--- src/rtl/hififo_pkg.sv ---
`default_nettype none
// ============================================================================
//  Module      : hififo_pkg
//  Description : Shared constants and helpers for the hififo tpc datapath.
//  Revision    : 1.0  initial release
// ============================================================================
package hififo_pkg;

    localparam int HIFIFO_WORD_W = 64;
    localparam int WORDS_CNT_W   = 32;
    localparam int PAD_CNT_W     = 16;

    // Number of IN_W-wide lanes that make up one FIFO word.
    function automatic int lanes(input int in_w);
        return HIFIFO_WORD_W / in_w;
    endfunction

endpackage
`default_nettype wire

--- src/rtl/hififo_tpc_packer.sv ---
`default_nettype none
// ============================================================================
//  Module      : hififo_tpc_packer
//  Description : Packs IN_W samples little-endian into 64-bit tpc FIFO words,
//                with ready backpressure and zero-padding flush.
//  Revision    : 1.0  initial release
// ============================================================================
module hififo_tpc_packer
    import hififo_pkg::*;
#(
    parameter int IN_W = 16
) (
    input  logic                     clock,
    input  logic                     reset,
    input  logic [IN_W-1:0]          in_data,
    input  logic                     in_valid,
    output logic                     in_ready,
    input  logic                     in_flush,
    output logic [HIFIFO_WORD_W-1:0] fifo_data,
    output logic                     fifo_write,
    input  logic                     fifo_ready,
    output logic [WORDS_CNT_W-1:0]   words_written,
    output logic [PAD_CNT_W-1:0]     pad_words,
    output logic                     busy
);

    localparam int                  c_N      = lanes(IN_W);
    localparam int                  c_LANE_W = $clog2(c_N);
    localparam logic [c_LANE_W-1:0] c_LAST   = c_LANE_W'(c_N - 1);

    logic [HIFIFO_WORD_W-1:0] r_acc;
    logic [c_LANE_W-1:0]      r_lane;
    logic [HIFIFO_WORD_W-1:0] r_out_word;
    logic                     r_out_valid;
    logic                     r_flush_pend;
    logic [WORDS_CNT_W-1:0]   r_words_written;
    logic [PAD_CNT_W-1:0]     r_pad_words;

    logic                     w_drain;
    logic                     w_out_free;
    logic                     w_accept;
    logic                     w_word_done;
    logic [HIFIFO_WORD_W-1:0] w_acc_ins;
    logic [HIFIFO_WORD_W-1:0] w_acc_eff;
    logic [c_LANE_W-1:0]      w_lane_eff;
    logic                     w_flush_act;
    logic                     w_pad_load;

    // Gated by reset so a held word cannot escape in the reset cycle.
    assign fifo_write    = r_out_valid & fifo_ready & ~reset;
    assign w_drain       = fifo_write;
    assign w_out_free    = ~r_out_valid | w_drain;
    assign in_ready      = ~r_flush_pend & ((r_lane != c_LAST) | w_out_free);
    assign w_accept      = in_valid & in_ready;
    assign w_word_done   = w_accept & (r_lane == c_LAST);

    assign fifo_data     = r_out_word;
    assign words_written = r_words_written;
    assign pad_words     = r_pad_words;
    assign busy          = (r_lane != '0) | r_out_valid | r_flush_pend;

    always_comb begin
        w_acc_ins = r_acc;
        w_acc_ins[r_lane*IN_W +: IN_W] = in_data;
        w_acc_eff  = w_accept ? w_acc_ins : r_acc;
        w_lane_eff = r_lane;
        if (w_word_done) begin
            w_lane_eff = '0;
        end else if (w_accept) begin
            w_lane_eff = r_lane + c_LANE_W'(1);
        end
        // Upper lanes of the accumulator are always zero, so a flush of the
        // partial word naturally zero-pads it.
        w_flush_act = (r_flush_pend | in_flush) & (w_lane_eff != '0);
        w_pad_load  = w_flush_act & w_out_free;
    end

    always_ff @(posedge clock) begin
        if (reset) begin
            r_acc           <= '0;
            r_lane          <= '0;
            r_out_word      <= '0;
            r_out_valid     <= 1'b0;
            r_flush_pend    <= 1'b0;
            r_words_written <= '0;
            r_pad_words     <= '0;
        end else begin
            if (w_word_done) begin
                r_out_word  <= w_acc_ins;
                r_out_valid <= 1'b1;
            end else if (w_pad_load) begin
                r_out_word  <= w_acc_eff;
                r_out_valid <= 1'b1;
            end else if (w_drain) begin
                r_out_valid <= 1'b0;
            end

            if (w_word_done | w_pad_load) begin
                r_acc  <= '0;
                r_lane <= '0;
            end else begin
                r_acc  <= w_acc_eff;
                r_lane <= w_lane_eff;
            end

            r_flush_pend <= w_flush_act & ~w_out_free;

            if (fifo_write) begin
                r_words_written <= r_words_written + WORDS_CNT_W'(1);
            end
            if (w_pad_load) begin
                r_pad_words <= r_pad_words + PAD_CNT_W'(1);
            end
        end
    end

endmodule
`default_nettype wire

--- config.mk ---
export PLATFORM = sky130hd
export DESIGN_NAME = hififo_tpc_packer
export DESIGN_NICKNAME = d
export VERILOG_FILES = /design/src/rtl/hififo_pkg.sv /design/src/rtl/hififo_tpc_packer.sv
export SDC_FILE = /design/constraint.sdc
export NUM_CORES = 1
export LEC_CHECK = 0
export CORE_ASPECT_RATIO = 1.5
export CORE_MARGIN = 2
export CORE_UTILIZATION = 46
export DETAILED_ROUTE_END_ITERATION = 16
export HOLD_SLACK_MARGIN = 0.15
export MAX_ROUTING_LAYER = met4
export PLACE_DENSITY_LB_ADDON = 0.3
export SYNTH_ARGS = -nofsm -noshare
export SYNTH_HDL_FRONTEND = slang
export SYNTH_SLANG_ARGS = --single-unit
--- constraint.sdc ---
create_clock -name clock -period 2.35 [get_ports clock]
set_input_delay 0.5875 -clock clock [delete_from_list [all_inputs] [get_ports clock]]
set_output_delay 0.5875 -clock clock [all_outputs]
set_load 0.01 [all_outputs]
# ---- Word level (Yosys, flattened, before mapping)
# Index checks and enable logic that the tools add are counted.
dict set report word_totals {
  regBits 180
  input_bits 21
  out_inout_bits 115
  elab_cells 47
}
dict set report classes {
  addsub 4
  n_eq_ne 2
  n_shift 2
  n_mux 9
  n_bitwise 18
  reduce_logical 5
}
# op count
set ops {}
lappend ops {{$mux 64} 3}
lappend ops {{$bwmux 64} 1}
lappend ops {{$shift 16x34->64 const A} 1}
lappend ops {{$shiftx 16x34->64} 1}
lappend ops {{$neg 6->34} 1}
lappend ops {{$add 32x1->32 const B} 1}
lappend ops {{$add 16x1->16 const B} 1}
lappend ops {{$and 1x1->1} 8}
lappend ops {{$or 1x1->1} 6}
lappend ops {{$reduce_bool 2->1} 3}
lappend ops {{$mux 2} 2}
lappend ops {{$not 1->1} 4}
lappend ops {{$mux 1} 3}
lappend ops {{$reduce_bool 3->1} 1}
lappend ops {{$add 2x1->2 const B} 1}
lappend ops {{$eq 2x2->1 const B} 1}
lappend ops {{$ne 2x2->1 const B} 1}
lappend ops {{$reduce_or 2->1} 1}

# ---- Longest topological paths before layout
dict set report depth {
  depth_word 13
  mapped_depth 10
  depth_no_buf 7
}

# ---- Worst setup path after synthesis
# Ideal clock, no wire load.
dict set report synth_path {
  path_type {reg-to-reg}
  start {register r_lane[0]}
  end {register r_out_word[10], in the netlist fifo_data[10]}
  setup_time_ns 0.070
  arrival_time_ns 1.997
  t_required_ns 2.280
  setup_slack_ns 0.283
  stages_incl_launch_ff 8
  n_path_buf 2
  period_less_slack_ns 2.067
  cell_sequence {dfxtp_1 buf_2 inv_1 ha_1 nor3b_1 clkbuf_1 a31oi_1 o2bb2ai_1}
}
dict set report synth_via {
  elab_chain_len 10
  word_cells_on_any_way 20
  classes_between {add/sub: 2; eq/ne: 2; shift: 2; mux: 6; bitwise: 6; reduce/logical: 2}
}
# element line
set synth_rtl {}
lappend synth_rtl {{start: declaration} hififo_tpc_packer.sv:32} ;# logic [c_LANE_W-1:0] r_lane;
lappend synth_rtl {{start signal: assignment} hififo_tpc_packer.sv:103} ;# r_lane <= w_lane_eff;
lappend synth_rtl {{branches (longest 10 deep; another with $neg 6->34)} --}
lappend synth_rtl {{end signal: assignment} hififo_tpc_packer.sv:89} ;# r_out_word <= w_acc_ins;
lappend synth_rtl {{end signal: assignment} hififo_tpc_packer.sv:92} ;# r_out_word <= w_acc_eff;
lappend synth_rtl {{end: declaration} hififo_tpc_packer.sv:33} ;# logic [HIFIFO_WORD_W-1:0] r_out_word;
# Several ways; the timed one is not identified. The select of a mux whose other input is x is not followed.
# A chain may end at the register's enable or synchronous reset.

# ---- Worst setup path after layout
dict set report layout_path {
  start {input fifo_ready}
  end {output in_ready}
}
dict set report layout_via {
  elab_chain_len 5
}
# element line
set layout_rtl {}
lappend layout_rtl {{start: declaration} hififo_tpc_packer.sv:21} ;# input logic fifo_ready,
lappend layout_rtl {{$and 1x1->1 (2 in series)} hififo_tpc_packer.sv:50} ;# assign fifo_write = r_out_valid & fifo_ready & ~reset;
lappend layout_rtl {{$or 1x1->1} hififo_tpc_packer.sv:52} ;# assign w_out_free = ~r_out_valid | w_drain;
lappend layout_rtl {{$or 1x1->1} hififo_tpc_packer.sv:53} ;# assign in_ready = ~r_flush_pend & ((r_lane != c_LAST) | w_out_free);
lappend layout_rtl {{$and 1x1->1} hififo_tpc_packer.sv:53}
lappend layout_rtl {{end: declaration} hififo_tpc_packer.sv:17} ;# output logic in_ready,
# No other way between the ends.

==> impl_results.md <==
- GRT Overall Usage: 0.237
- Area Overhead vs Synth: 32.5%
- Yosys cell types: 43
- Synth top area cells: dfxtp_1 51%, o2bb2ai_1 8.0%, and2_1 6.3%
- Core area: 0.0150 mm2
- FP Rows: between 50 and 60
- CP endpoint kind: output pin
- Dpl cells: approximately 1,000
- Pre-antenna DRT Iters: 4
- Final Max Tran Viols: 0
- Dpl ws: -292 ps
- CTS sink cnt: 180
- Top cell type's share of synthesized area: 0.514
- Crit path DAT: 1700 ps
- P_sw: 1620 uW
- Seq cells post-synth: 180
- CTS tree: done
- First-pass GRT wire length: a little over 30 mm
- Via density: 5.53
- Status: complete, no violations
- Number of fill cells: 1,307
- Final min period: 2280 ps
- Met3 WL: 1.03 mm
- Internal power: 4790 uW
- Design Power: 6420 uW
- Area occupied by multi-input gates: 0.00312 mm2
- Skew final: 15.5 ps
- H-tree depth: 4
- Highest metal used: met4
- Initial antenna violation count: 0
- Startpoint Class: input port
- Setup Crit Path Kind: input port to output pin
- RSZ-0062 raised after global routing: no
- Largest net degree at the start of global routing: 47
- Final worst slack: 65.9 ps
- P per Cell Area: 691 mW/mm2
- Fraction of layout instances using a drive strength above 1: 0.0909
- Mapped Area: about 0.0070 mm2
- Max_slew headroom: 0.646
- Area occupied by registers: 0.00361 mm2
- Measured slew at the worst slew-check pin: 530 ps
- Grt total ovfl: 0
- Setup TNS: 0 ps
- Max VDD drop: about 0.00046 V
- Worst-Skew Late Latency: 420 ps
- CTS root buffer: clkbuf_16
- Post-synthesis sequential area ratio: 0.514
- Routability cong.: 0.835
- Starting DRT DRC Count: 253
- Design Area, Final: 0.00929 mm2
- Placed inst area: 0.00870 mm2
- Share of flip-flops with an asynchronous set or reset: 0
- Ys flop type: dfxtp_1
- Finished Layout Cells: 1,079
- Post-synth top area cell: dfxtp_1
- WL met1: 7.77 mm
- Syn nets: 759
- Clk network pwr share: 0.434
- PortBufs: around 140
- Fin nets: 896
- Clk slew on worst S/H paths: 70 ps
- Final worst path period share: 0.972
- Hold violation count in the final report: 0
- WP data required: 1760 ps
- Routed len/inst: 17.4 um
- DP Wirelength: between 10 and 15 mm
- Starting Density: 0.467
- CTS Hold Bufs: 0
- Mapped Cells: 730
- Antenna cells: 0
- Die Ht: 155 um
- Boundary Pins: around 140
- Hold Path Class: flop to flop
- Sw frac: 0.253
- Power share of the sequential group: 0.485
- EDFF count, synth: 0
- DR WL met2: 9.50 mm
- Max Clk Rate: 0.438 GHz
- Cts bufs inserted: 17
- Syn avg cell area: 9.60 um2
- CP max FO: 3
- Clk buf depth: 2
- Max Cap Viol: 0
- Final Setup Violations: 0
- Warning count from the yosys run: 0
- Number of global-route vias before repair: 5,974
- Die X: 105 um
- Final antenna-violating net count: 0
- Routed WL: 18.8 mm
- Vias: 5,962
- Comb power frac: 0.081
- Leakage: 0.00338 uW
- Synth top cells by count: 180 x dfxtp_1, 118 x nor2_1, 71 x and2_1
- Residual DRC: 0
- Post-CTS setup buffers: 0
- Most common cell in the netlist: dfxtp_1
- Die area: 0.0163 mm2
-- worst max-delay path: stages --
cell and delay [ps]:
clkdlybuf4s50_1 480, buf_4 120, nand2b_4 50, a31oi_1 190, clkdlybuf4s15_1 270
-- cells in the final DEF, fill, tap and decap left out, drive strengths merged, types with 3 or more instances in the layout --
cell type / n
ha: 8
nor3b: 3
a21oi: 8
and4: 4
xnor2: 3
clkbuf: 18
o2111ai: 3
o211ai: 10
and2: 71
nor2: 118
a31oi: 66
buf: 36
and3: 8
nor2b: 4
o2bb2ai: 64
nand3: 17
nand2: 20
nand4: 14
o21ai: 9
clkinv: 5
xor2: 38
dfxtp: 180
clkdlybuf4s50: 131
nand3b: 3
or3: 5
inv: 13
nand2b: 3
-- stage by stage --
stage	util	hold slack (ps)
finish	0.619	467
detailed placement	0.580	445
global placement	0.580	444
global route	0.619	477
floorplan	-	493
CTS	0.619	467
-- registers in the layout, indices dropped and copies added (netlist names) --
name and flops:
fifo_data 64, pad_words 16, r_acc 64, r_flush_pend 1, r_lane 2, r_out_valid 1
words_written 32
-- layer usage --
layer | vias up | track usage
li1 | 2853 | -
met1 | 2900 | 0.276
met2 | 185 | 0.405
met3 | 24 | 0.0436
met4 | 0 | 0.0895
met5 | - | -
-- logic make-up after synthesis --
kind of cell | count (synthesis) | share of synthesized area
AO/OA/AOI/OAI | 167 | 0.174
flip-flops | 180 | 0.514
adder cells (fa/ha/maj) | 8 | 0.0143
AND/OR/NAND/NOR | 275 | 0.204
buffers and inverters | 59 | 0.0421
XOR/XNOR | 41 | 0.0512
-- power groups by stage --
stage	logic, uW	registers, uW	clock network, uW
6_report	521	3110	2780
5_1_grt	556	3120	2970
4_1_cts	520	3110	2830
3_5_place_dp	520	3180	0
3_3_place_gp	510	3180	0
2_1_floorplan	279	3180	0
-- what timing repair did --
item | CTS | global route
endpoints found under the setup margin | 3 | 3
gates resized for setup | 5 | 2
hold endpoints to repair | 0 | 0
-- final timing paths --
path | to | slack (ps) | cells past startpoint | startpoint
setup reg to reg | fifo_data[31] | 250 | 8 | r_lane[0]
hold reg to reg | fifo_data[59] | 470 | 1 | fifo_data[59]
setup / recovery | in_ready | 70 | 5 | fifo_ready
hold / removal | fifo_data[59] | 470 | 1 | fifo_data[59]
-- final cells by class --
class | count | share of cell area
Clock inverter | 14 | 0.0174
Timing Repair Buffer | 170 | 0.182
Inverter | 7 | 0.00283
Tap cell | 199 | 0.0268
Clock buffer | 18 | 0.0462
Multi-Input combinational cell | 491 | 0.336
Sequential cell | 180 | 0.388
Note: power is estimated with default switching activity, not from simulation.
